## config.mk

```make
export PLATFORM = sky130hd
export DESIGN_NAME = risc_nb
export DESIGN_NICKNAME = d
export VERILOG_FILES = /design/src/rtl/risc_nb_pkg.sv /design/src/rtl/risc_nb_ret_stack.sv /design/src/rtl/risc_nb.sv
export SDC_FILE = /design/constraint.sdc
export NUM_CORES = 1
export LEC_CHECK = 0
export CAP_MARGIN = 20
export CELL_PAD_IN_SITES_DETAIL_PLACEMENT = 1
export CELL_PAD_IN_SITES_GLOBAL_PLACEMENT = 1
export CORE_UTILIZATION = 40
export DETAILED_ROUTE_END_ITERATION = 8
export PLACE_DENSITY_LB_ADDON = 0.1
export SYNTH_ARGS = -nofsm -noshare
export SYNTH_HDL_FRONTEND = slang
export SYNTH_SLANG_ARGS = --single-unit
```

## constraint.sdc

```tcl
create_clock -name clk -period 5.75 [get_ports clk]
set_clock_uncertainty 0.05 [all_clocks]
set_input_delay 1.15 -clock clk [delete_from_list [all_inputs] [get_ports clk]]
set_output_delay 1.15 -clock clk [all_outputs]
set_load 0.03 [all_outputs]
```

## src/rtl/risc_nb_pkg.sv

```systemverilog
// Shared constants for the risc_nb sequencer: opcodes, ALU ops, branch
// condition codes, core state encoding and the branch condition helper.
package risc_nb_pkg;

  localparam logic [3:0] OP_ALU_R = 4'h8;
  localparam logic [3:0] OP_ALU_I = 4'h9;
  localparam logic [3:0] OP_CALL  = 4'hC;
  localparam logic [3:0] OP_MOVI  = 4'hD;
  localparam logic [3:0] OP_RET   = 4'hE;
  localparam logic [3:0] OP_SYS   = 4'hF;

  localparam logic [3:0] ALU_ADD = 4'd0;
  localparam logic [3:0] ALU_SUB = 4'd1;
  localparam logic [3:0] ALU_AND = 4'd2;
  localparam logic [3:0] ALU_OR  = 4'd3;
  localparam logic [3:0] ALU_XOR = 4'd4;
  localparam logic [3:0] ALU_CMP = 4'd5;
  localparam logic [3:0] ALU_LDW = 4'd6;
  localparam logic [3:0] ALU_SHL = 4'd7;
  localparam logic [3:0] ALU_SHR = 4'd8;

  // sub-function field of OP_SYS
  localparam logic [3:0] SYS_STO  = 4'd0;
  localparam logic [3:0] SYS_LOAD = 4'd1;
  localparam logic [3:0] SYS_MOVW = 4'd2;

  localparam logic [2:0] CC_NC    = 3'b000;
  localparam logic [2:0] CC_CS    = 3'b001;
  localparam logic [2:0] CC_HI    = 3'b010;
  localparam logic [2:0] CC_NE    = 3'b011;
  localparam logic [2:0] CC_NV    = 3'b100;
  localparam logic [2:0] CC_CC    = 3'b101;
  localparam logic [2:0] CC_LS    = 3'b110;
  localparam logic [2:0] CC_EQ_ZS = 3'b111;

  typedef enum logic {EXEC, MEM_WAIT} state_e;

  function automatic logic cc_taken(input logic [2:0] cc, input logic c, input logic z);
    logic t;
    case (cc)
      CC_NC:    t = 1'b1;
      CC_CS:    t = c;
      CC_HI:    t = c & ~z;
      CC_NE:    t = ~z;
      CC_NV:    t = 1'b0;
      CC_CC:    t = ~c;
      CC_LS:    t = ~c | z;
      default:  t = z;
    endcase
    return t;
  endfunction

endpackage

```

## src/rtl/risc_nb_ret_stack.sv

```systemverilog
// Return-address LIFO for CALL/RET; push is ignored when full, pop when empty.
module risc_nb_ret_stack #(
  parameter int DEPTH = 4,
  parameter int AW    = 12
) (
  input  logic          clk,
  input  logic          reset,
  input  logic          push,
  input  logic          pop,
  input  logic [AW-1:0] push_data,
  output logic [AW-1:0] pop_data,
  output logic          full,
  output logic          empty
);

  localparam int SPW = $clog2(DEPTH + 1);
  localparam int IW  = (DEPTH > 1) ? $clog2(DEPTH) : 1;

  logic [SPW-1:0] sp_q, sp_d;
  logic [AW-1:0]  mem_q [DEPTH];
  logic [AW-1:0]  mem_d [DEPTH];
  logic [IW-1:0]  wr_idx, rd_idx;

  always_comb begin
    wr_idx   = IW'(sp_q);
    rd_idx   = IW'(sp_q - SPW'(1));
    full     = (sp_q == SPW'(DEPTH));
    empty    = (sp_q == '0);
    pop_data = mem_q[rd_idx];
    sp_d     = sp_q;
    mem_d    = mem_q;
    if (push && !full) begin
      mem_d[wr_idx] = push_data;
      sp_d          = sp_q + SPW'(1);
    end else if (pop && !empty) begin
      sp_d = sp_q - SPW'(1);
    end
  end

  always_ff @(posedge clk) begin
    if (reset) sp_q <= '0;
    else       sp_q <= sp_d;
  end

  // entries beyond the pointer are never read, so storage needs no reset
  always_ff @(posedge clk) begin
    mem_q <= mem_d;
  end

endmodule

```

## src/rtl/risc_nb.sv

```systemverilog
// risc_nb: DW-bit accumulator sequencer with return stack and stalling RAM
// handshake. Define RISC_NB_MEM_TIMEOUT_EN to add the RAM wait timeout.
//
//   state    | meaning
//   ---------+-----------------------------------------------------------
//   EXEC     | one instruction per cycle, or testmode PC stepping
//   MEM_WAIT | STO/LOAD outstanding, ram_req held until ack (or timeout)
module risc_nb
  import risc_nb_pkg::*;
#(
  parameter int DW             = 4,
  parameter int PAW            = 12,
  parameter int STACK_DEPTH    = 4,
  parameter int TIMEOUT_CYCLES = 16
) (
  input  logic            clk,
  input  logic            reset,
  input  logic            tm_en,
  input  logic            tm_inc_pc,
  output logic [PAW-1:0]  prog_addr,
  input  logic [DW+7:0]   prog_data,
  input  logic [DW-1:0]   rxd,
  output logic [DW-1:0]   txd,
  output logic [DW-1:0]   test,
  output logic [2*DW-1:0] ram_addr,
  output logic [DW-1:0]   ram_wdata,
  input  logic [DW-1:0]   ram_rdata,
  output logic            ram_req,
  output logic            ram_we,
  input  logic            ram_ack,
  output logic            stack_err,
  output logic            mem_err
);

  localparam int TW = DW + 4;
  localparam logic [PAW-1:0] TGT_MASK = PAW'({TW{1'b1}});

  if (PAW < DW + 4) begin : g_paw_chk
    $error("risc_nb: PAW must be >= DW+4");
  end
  if (STACK_DEPTH < 1) begin : g_depth_chk
    $error("risc_nb: STACK_DEPTH must be >= 1");
  end
  if (TIMEOUT_CYCLES < 1) begin : g_tmo_chk
    $error("risc_nb: TIMEOUT_CYCLES must be >= 1");
  end

  logic [3:0]    op, f, n;
  logic [DW-1:0] imm;
  logic [TW-1:0] tgt;

  assign op  = prog_data[DW+7:DW+4];
  assign f   = prog_data[DW+3:DW];
  assign n   = prog_data[3:0];
  assign imm = prog_data[DW-1:0];
  assign tgt = prog_data[DW+3:0];

  state_e         st_q, st_d;
  logic [PAW-1:0] pc_q, pc_d;
  logic [DW-1:0]  regs_q [16];
  logic [DW-1:0]  regs_d [16];
  logic [DW-1:0]  w_q, w_d;
  logic           z_q, z_d, c_q, c_d;
  logic           stack_err_q, stack_err_d;
  logic           ram_req_q, ram_req_d;
  logic           ram_we_q, ram_we_d;
  logic [DW-1:0]  ram_wdata_q, ram_wdata_d;
  logic [3:0]     mem_n_q, mem_n_d;

`ifdef RISC_NB_MEM_TIMEOUT_EN
  localparam int TMW = $clog2(TIMEOUT_CYCLES + 1);
  logic [TMW-1:0] tmr_q, tmr_d;
  logic           mem_err_q, mem_err_d;
`endif

  logic           stk_push, stk_pop, stk_full, stk_empty;
  logic [PAW-1:0] stk_top;
  logic [PAW-1:0] pc_inc, pc_tgt;

  assign pc_inc = pc_q + PAW'(1);
  assign pc_tgt = (pc_q & ~TGT_MASK) | PAW'(tgt);

  risc_nb_ret_stack #(
    .DEPTH (STACK_DEPTH),
    .AW    (PAW)
  ) u_ret_stack (
    .clk       (clk),
    .reset     (reset),
    .push      (stk_push),
    .pop       (stk_pop),
    .push_data (pc_inc),
    .pop_data  (stk_top),
    .full      (stk_full),
    .empty     (stk_empty)
  );

  logic [DW-1:0] opd, alu_res, alu_w;
  logic [DW:0]   add_x, sub_x;
  logic          alu_c, alu_z;

  // ALU result and flags; sub_x[DW] is the borrow, so C = ~borrow = (W >= opd)
  always_comb begin
    opd     = (op == OP_ALU_R) ? regs_q[n] : imm;
    add_x   = {1'b0, w_q} + {1'b0, opd};
    sub_x   = {1'b0, w_q} - {1'b0, opd};
    alu_res = '0;
    alu_w   = w_q;
    alu_c   = c_q;
    alu_z   = z_q;
    case (f)
      ALU_ADD: begin alu_res = add_x[DW-1:0]; alu_w = alu_res; alu_c = add_x[DW];  end
      ALU_SUB: begin alu_res = sub_x[DW-1:0]; alu_w = alu_res; alu_c = ~sub_x[DW]; end
      ALU_AND: begin alu_res = w_q & opd;     alu_w = alu_res; alu_c = 1'b0;       end
      ALU_OR:  begin alu_res = w_q | opd;     alu_w = alu_res; alu_c = 1'b0;       end
      ALU_XOR: begin alu_res = w_q ^ opd;     alu_w = alu_res; alu_c = 1'b0;       end
      ALU_CMP: begin alu_res = sub_x[DW-1:0]; alu_c = ~sub_x[DW];                  end
      ALU_LDW: begin alu_res = opd;           alu_w = alu_res;                     end
      ALU_SHL: begin alu_res = w_q << 1;      alu_w = alu_res; alu_c = w_q[DW-1];  end
      ALU_SHR: begin alu_res = w_q >> 1;      alu_w = alu_res; alu_c = w_q[0];     end
      default: ;
    endcase
    if (f <= ALU_SHR) alu_z = (alu_res == '0);
  end

  always_comb begin
    st_d        = st_q;
    pc_d        = pc_q;
    regs_d      = regs_q;
    w_d         = w_q;
    z_d         = z_q;
    c_d         = c_q;
    stack_err_d = stack_err_q;
    ram_req_d   = ram_req_q;
    ram_we_d    = ram_we_q;
    ram_wdata_d = ram_wdata_q;
    mem_n_d     = mem_n_q;
    stk_push    = 1'b0;
    stk_pop     = 1'b0;
`ifdef RISC_NB_MEM_TIMEOUT_EN
    tmr_d       = tmr_q;
    mem_err_d   = mem_err_q;
`endif
    case (st_q)
      EXEC: begin
        if (tm_en) begin
          if (tm_inc_pc) pc_d = pc_inc;
        end else begin
          // rxd sampling comes first so an instruction write to R12 wins
          regs_d[12] = rxd;
          pc_d       = pc_inc;
          if (!op[3]) begin
            if (cc_taken(op[2:0], c_q, z_q)) pc_d = pc_tgt;
          end else begin
            case (op)
              OP_ALU_R, OP_ALU_I: begin
                w_d = alu_w;
                c_d = alu_c;
                z_d = alu_z;
              end
              OP_CALL: begin
                if (stk_full) begin
                  stack_err_d = 1'b1;
                end else begin
                  stk_push = 1'b1;
                  pc_d     = pc_tgt;
                end
              end
              OP_MOVI: regs_d[f] = imm;
              OP_RET: begin
                if (stk_empty) begin
                  stack_err_d = 1'b1;
                end else begin
                  stk_pop = 1'b1;
                  pc_d    = stk_top;
                end
              end
              OP_SYS: begin
                case (f)
                  SYS_STO, SYS_LOAD: begin
                    pc_d        = pc_q;
                    ram_req_d   = 1'b1;
                    ram_we_d    = (f == SYS_STO);
                    ram_wdata_d = regs_q[n];
                    mem_n_d     = n;
                    st_d        = MEM_WAIT;
`ifdef RISC_NB_MEM_TIMEOUT_EN
                    tmr_d       = TMW'(TIMEOUT_CYCLES - 1);
`endif
                  end
                  SYS_MOVW: regs_d[n] = w_q;
                  default: ;
                endcase
              end
              default: ;
            endcase
          end
        end
      end
      MEM_WAIT: begin
        if (ram_ack) begin
          ram_req_d = 1'b0;
          ram_we_d  = 1'b0;
          if (!ram_we_q) regs_d[mem_n_q] = ram_rdata;
          pc_d      = pc_inc;
          st_d      = EXEC;
        end
`ifdef RISC_NB_MEM_TIMEOUT_EN
        else if (tmr_q == '0) begin
          ram_req_d = 1'b0;
          ram_we_d  = 1'b0;
          mem_err_d = 1'b1;
          pc_d      = pc_inc;
          st_d      = EXEC;
        end else begin
          tmr_d = tmr_q - TMW'(1);
        end
`endif
      end
      default: st_d = EXEC;
    endcase
  end

  always_ff @(posedge clk) begin
    if (reset) begin
      st_q        <= EXEC;
      pc_q        <= '0;
      regs_q      <= '{default: '0};
      w_q         <= '0;
      z_q         <= 1'b0;
      c_q         <= 1'b0;
      stack_err_q <= 1'b0;
      ram_req_q   <= 1'b0;
      ram_we_q    <= 1'b0;
      ram_wdata_q <= '0;
      mem_n_q     <= '0;
`ifdef RISC_NB_MEM_TIMEOUT_EN
      tmr_q       <= '0;
      mem_err_q   <= 1'b0;
`endif
    end else begin
      st_q        <= st_d;
      pc_q        <= pc_d;
      regs_q      <= regs_d;
      w_q         <= w_d;
      z_q         <= z_d;
      c_q         <= c_d;
      stack_err_q <= stack_err_d;
      ram_req_q   <= ram_req_d;
      ram_we_q    <= ram_we_d;
      ram_wdata_q <= ram_wdata_d;
      mem_n_q     <= mem_n_d;
`ifdef RISC_NB_MEM_TIMEOUT_EN
      tmr_q       <= tmr_d;
      mem_err_q   <= mem_err_d;
`endif
    end
  end

  assign prog_addr = pc_q;
  assign txd       = regs_q[13];
  assign test      = regs_q[15];
  assign ram_addr  = {regs_q[7], regs_q[6]};
  assign ram_wdata = ram_wdata_q;
  assign ram_req   = ram_req_q;
  assign ram_we    = ram_we_q;
  assign stack_err = stack_err_q;
`ifdef RISC_NB_MEM_TIMEOUT_EN
  assign mem_err   = mem_err_q;
`else
  assign mem_err   = 1'b0;
`endif

endmodule
```

==> results of run 1 <==
==> cells by family (layout without fill, tap and decap cells) <==
| group | count (synthesis) | count (layout) | synth area share (%) |
|---|---|---|---|
| compound gates | 318 | 318 | 21.6 |
| other cells | 1 | 1 | 0.0363 |
| buf+inv | 143 | 156 | 6.19 |
| mux | 144 | 144 | 16.8 |
| xor+xnor | 20 | 20 | 1.69 |
| simple gates | 387 | 387 | 18.2 |
| flops | 145 | 145 | 32.7 |
| fa+ha+maj | 22 | 22 | 2.81 |
==> through the flow <==
step	power (uW)	std cells	hold WS [ns]	cell area (um^2)
after detailed placement	1540	1490	0.403	11100
final	2720	1523	0.412	11700
after CTS	2720	1522	0.418	11700
after floorplan	1390	1180	0.423	10300
after global placement	1530	1489	0.390	11100
after global routing	2800	1523	0.441	11700
==> report_power, final <==
| group | internal (uW) | switching, uW | total, uW | leakage [uW] |
|---|---|---|---|---|
| Sequential | 1080 | 32.2 | 1110 | 0.00124 |
| Combinational | 148 | 264 | 412 | 0.00214 |
| Clock | 594 | 597 | 1190 | 0.000296 |
==> layout make-up <==
class / instances / area share [%]
timing repair buffer: 99 / 7.55
clock inverter: 15 / 1.62
multi-input combinational: 892 / 54.1
tap: 330 / 3.52
sequential: 145 / 28.8
clock buffer: 17 / 3.63
inverter: 25 / 0.800
==> worst register-to-register path, delay by kind of cell (launching register included) <==
kind	cells	cell delay (ns)
buf+inv	1	0.17
compound gates	5	1.11
xor+xnor	1	0.31
flops	1	0.38
mux	2	0.92
simple gates	3	0.33
fa+ha+maj	1	0.48
==> layer usage <==
metal / global-route usage, % / routed length [um] / vias to the layer above
met3: 5.25 / 2490 / 61
met2: 46.1 / 17600 / 360
met1: 44.5 / 19200 / 5051
met5: 0 / 0 / -
met4: 10.2 / 1050 / 0
li1: - / - / 4452
==> flip-flops by register name, indices dropped and copies added (netlist names) <==
name,cells
u_ret_stack.mem_q,48
ram_req,1
u_ret_stack.sp_q,3
stack_err,1
ram_we,1
ram_addr,8
txd,4
test,4
st_q,1
regs_q,48
z_q,1
w_q,4
ram_wdata,4
prog_addr,12
c_q,1
mem_n_q,4
==> path summary, 6_finish.rpt <==
check / to / from / slack, ns / cells past startpoint
worst min register to register: ram_req / ram_req / 0.41 / 2
worst max-delay path: z_q / prog_data[3] / 1.01 / 14
worst min-delay path: ram_req / ram_req / 0.41 / 2
worst max register to register: z_q / regs_q[17] / 1.93 / 13
==> cell usage after synthesis, types with 4 or more instances <==
library cell    n  share of area, %
nand4b_1        8              0.68
dfxtp_1        97                19
ha_1           20               2.4
xnor2_1        11              0.93
nand3_1        19              0.92
a21o_1          6              0.44
o21ai_1         5              0.24
nand2b_1        7              0.42
mux2i_1       116                11
a21oi_1        68               3.3
edfxtp_1       48                14
o22ai_1        64               3.9
a21oi_2        10              0.85
a311oi_1       68               5.8
xor2_1          9              0.76
nand2_1       118               4.3
buf_4          20               1.5
a211oi_1       13              0.94
and3_1         15              0.91
mux4_2         23               5.0
or2_1           4              0.24
nand3b_1        6              0.44
a22oi_1         5              0.36
nand4_1        11              0.67
nor2_1        144               5.2
inv_1          22              0.80
buf_1          14              0.51
o21ai_0        14              0.68
nor3_1         13              0.63
nor2b_1        10              0.60
a31oi_1         9              0.54
nor4_2          4              0.48
o21a_1          8              0.58
o211ai_1        6              0.44
buf_2          17              0.82
clkbuf_1       66               2.4
a32oi_1         9              0.76
==> out/metrics.cfg, run 1 <==
[status]
status = completed

[cts]
cts-buffers-inserted = 17
cts_tree = built
root_buffer = clkbuf_16
clk_latency_ns = 0.44
cts_hold_buf = 0
path_clk_slew_ns = 0.08
h-tree-depth = 4
post_cts_buffers = 0
cts_sinks = 145
ctsResizeCount = 0
cts_buffer_depth = 2

[worst_setup_path]
crit_buf_inv = 2
crit_family = compound AO/OA/AOI/OAI gates
slowest_delay_ns = 0.64
crit_slowest_cell = buf_2
worst_setup_path_end_kind = flip-flop
crit_required_ns = 6.07
path_cells = buf_2 > mux4_2 > nand2_1 > o21ai_1 > o21a_1 > mux2i_1 > inv_1 > fa_1 > xor2_1 > nand3_1 > o211ai_1 > nand4_1 > a2111o_1 > a2bb2oi_1
start_kind = input port
critPathKind = input port to flip-flop
critPathMaxFanout = 34
worstPathArrival_ns = 5.05

[sta]
max_freq_mhz = 211
fin_crit_sh_pct = 82.4
setup_viol = 0
relSlewSlack_pct = 26.7
worst_slack_ns = 1.01
hold_viol_final = 0
finalSetupTns_ns = 0
rsz0062_at_grt = false
slew_viol_final = 0
fin_crit_ns = 4.74
worstMarginPinSlew_ns = 1.09

[logic_synthesis]
synth_ff_type = dfxtp_1
syn_nets = 1227
seq_area_frac_synth_pct = 32.7
synth.avg_cell_area_um2 = 8.76
yosys_warnings = 0
synthesis.area_um2 = 10300
ys_ff_latch = 145
synth_edf_count = 48
synth_cells = 1180
ys_types = 75
async_flop_share_pct = 0

[grt]
track_usage_pct = 30.8
grt_pass1_wl_um = 61700
antenna_found_initial = 1
grt_max_degree = 65
gr-total-overflow = 0
grt_pass1_vias = 9671

[finish]
multi_input_area_um2 = 6340
register_area_um2 = 3380
layout_common_cells = 143 x nor2_1, 118 x nand2_1, 116 x mux2i_1
final_common_cell = nor2_1
drive_gt1_share_pct = 11.1
final_util_pct = 46.5
fill_cells = 2942
diodes = 0
syn_to_final_growth_pct = 13.5
nets = 1227

[detailed_routing]
totalWireLength_um = 40300
drtAntennaViolNets = 0
num_vias = 9924
drt_iter0_markers = 759
via_per_inst = 6.52
wl_per_cell_um = 26.5
dr.pass1.iters = 5
drc = 0

[power]
p_leak_uw = 0.00367
p_per_area_nw_per_um2 = 231
vdd_drop_max_mv = 0.178

[floorplan]
die_y_um = 163
die_width_um = 163
core.rowCount = 58
start_util_pct = 41.0
ios = 61
dieArea_um2 = 26500
core_area_um2 = 25300

[place]
hpwl_um = 27400
place_ws_ns = 0.626
gp_congestion = 0.874
portBuffers = 59

[worst_hold_path]
holdCritPathClass = flip-flop to flip-flop

[run]
maxCapViolations = 0

Power figures use the tool's default switching activity.
==> run 2: changes to the inputs <==
==> constraint.sdc (replaced) <==
create_clock -name clk -period 4.2 [get_ports clk]
set_clock_uncertainty 0.05 [all_clocks]
set_input_delay 0.84 -clock clk [delete_from_list [all_inputs] [get_ports clk]]
set_output_delay 0.84 -clock clk [all_outputs]
set_load 0.03 [all_outputs]
==> run 2 against run 1 <==
Net effect:
- critical path depth increased by 2
- routed wire length increased by 1.0%
- final area increased by 4.2%
- clock-buffer cell count unchanged
- flip-flop and latch count unchanged
- sequential power increased by 37%
- sequential share of layout area decreased by 1.2 points
- largest cell class unchanged
==> out/metrics.cfg, run 2 (synthesis gave the netlist of run 1 again) <==
[detailed_routing]
num_vias = 10200
via_per_inst = 6.43
drtAntennaViolNets = 0
wl_per_cell_um = 25.8
totalWireLength_um = 40800
drt_iter0_markers = 908
dr.pass1.iters = 5
drc = 0

[power]
p_leak_uw = 0.00398
p_per_area_nw_per_um2 = 307
vdd_drop_max_mv = 0.207
finalPower_uw = 3760

[finish]
final_common_cell = nor2_1
layout_common_cells = 143 x nor2_1, 118 x nand2_1, 116 x mux2i_1
drive_gt1_share_pct = 15.3
fin_area_um2 = 12200
diodes = 0
syn_to_final_growth_pct = 18.2
nets = 1284
multi_input_area_um2 = 6360
register_area_um2 = 3380
fill_cells = 2957

[worst_setup_path]
start_kind = input port
rrSetupSlack_ns = 0.67
critPathKind = input port to flip-flop
reg2reg_to = z_q
crit_path_end = z_q
critPathMaxFanout = 8
worst_setup_path_end_kind = flip-flop
worstPathArrival_ns = 4.20
worstSetupStartpoint = prog_data[1]
r2r_start = txd[1]
ff2ff_path_depth = 14
crit_required_ns = 4.52

[sta]
setup_viol = 0
worstMarginPinSlew_ns = 1.13
relSlewSlack_pct = 24.6
fin_crit_sh_pct = 92.3
max_freq_mhz = 258
fin_crit_ns = 3.88
rsz0062_at_grt = false
hold_viol_final = 0
slew_viol_final = 0

[grt]
antenna_found_initial = 1
grt_max_degree = 61
grt_pass1_vias = 10000
grt_pass1_wl_um = 61900
track_usage_pct = 31.1
gr-total-overflow = 0

[place]
portBuffers = 59
gp_congestion = 0.906
hpwl_um = 28500
post_dp_cell_area_um2 = 11600

[cts]
h-tree-depth = 4
cts_sinks = 145
path_clk_slew_ns = 0.08
cts_hold_buf = 0
clk_latency_ns = 0.44
cts_tree = built
cts-buffers-inserted = 17
cts_buffer_depth = 2
post_cts_buffers = 0
root_buffer = clkbuf_16

[floorplan]
die_y_um = 163
core_area_um2 = 25300
dieArea_um2 = 26500
die_width_um = 163
start_util_pct = 41.0
core.rowCount = 58
ios = 61

[run]
maxCapViolations = 0

[status]
status = completed

[worst_hold_path]
holdCritPathClass = flip-flop to flip-flop

-- run 2: changes by cell type in the layout (fill, tap and decap cells not counted) --
cell,change
buf_12,+4
buf_4,+54
clkinv_8,-1
clkdlybuf4s50_1,-1
dlymetal6s2s_1,+1
xor2_2,+1
inv_8,+1
clkinvlp_4,+1
xor2_1,-1
a311oi_2,+1
a311oi_1,-1
clkinv_4,-1
clkbuf_4,-1
-- run 2: through the flow --
| stage | util [%] | cells | TNS, ns | setup slack (ns) | hold slack (ns) |
|---|---|---|---|---|---|
| 4_1_cts | 48.3 | 1580 | 0 | 0.00351 | 0.431 |
| 6_report | 48.4 | 1580 | 0 | 0.323 | 0.427 |
| 2_1_floorplan | - | 1180 | 0 | 0.0514 | 0.423 |
| 3_3_place_gp | 45.9 | 1548 | -0.718 | -0.364 | 0.388 |
| 3_5_place_dp | 45.9 | 1548 | -1.14 | -0.444 | 0.422 |
| 5_1_grt | 48.4 | 1580 | 0 | 0.0815 | 0.437 |
-- run 2: cell type report --
type / count / share of cell area [%]
tap: 330 / 3.38
clock buffer: 17 / 3.48
sequential: 145 / 27.7
clock inverter: 15 / 1.50
inverter: 25 / 0.768
timing repair buffer: 156 / 11.2
multi-input combinational: 892 / 52.0
-- run 2: worst max-delay path: stages --
cell	delay [ns]
buf_2	0.27
buf_4	0.20
mux2i_1	0.13
mux4_2	0.54
nand2_1	0.09
o21a_1	0.14
mux2i_1	0.10
buf_4	0.15
buf_4	0.14
fa_1	0.43
xor2_1	0.28
nand3_1	0.14
o211ai_1	0.18
nand3_1	0.09
a2111o_1	0.29
a2bb2oi_1	0.14
-- run 2: repair_timing --
action | in CTS | in global routing
setup endpoints to repair | 0 | 2
endpoints found under the hold margin | 0 | 0
gates resized for setup | 0 | 3
-- run 2: worst min path at each step --
stage	slack [ns]	end	start	cells past startpoint
floorplan	0.42	regs_q[12]	regs_q[12]	2
global route	0.44	ram_wdata[1]	ram_wdata[1]	2
global placement	0.39	ram_wdata[1]	ram_wdata[1]	2
detailed placement	0.42	ram_wdata[1]	ram_wdata[1]	2
finish	0.43	ram_wdata[1]	ram_wdata[1]	2
CTS	0.43	ram_wdata[1]	ram_wdata[1]	2
-- run 2: power by group --
part / total (uW) / switching [uW] / internal (uW)
registers: 1520 / 42.2 / 1480
clock network: 1620 / 810 / 811
logic: 613 / 373 / 241
-- run 2: layer usage --
metal	GRT usage, %	up-vias	wire length, um
met2	48.4	383	18200
li1	-	4559	-
met5	0	-	10
met3	5.47	60	2770
met4	9.90	2	949
met1	43.5	5158	18800
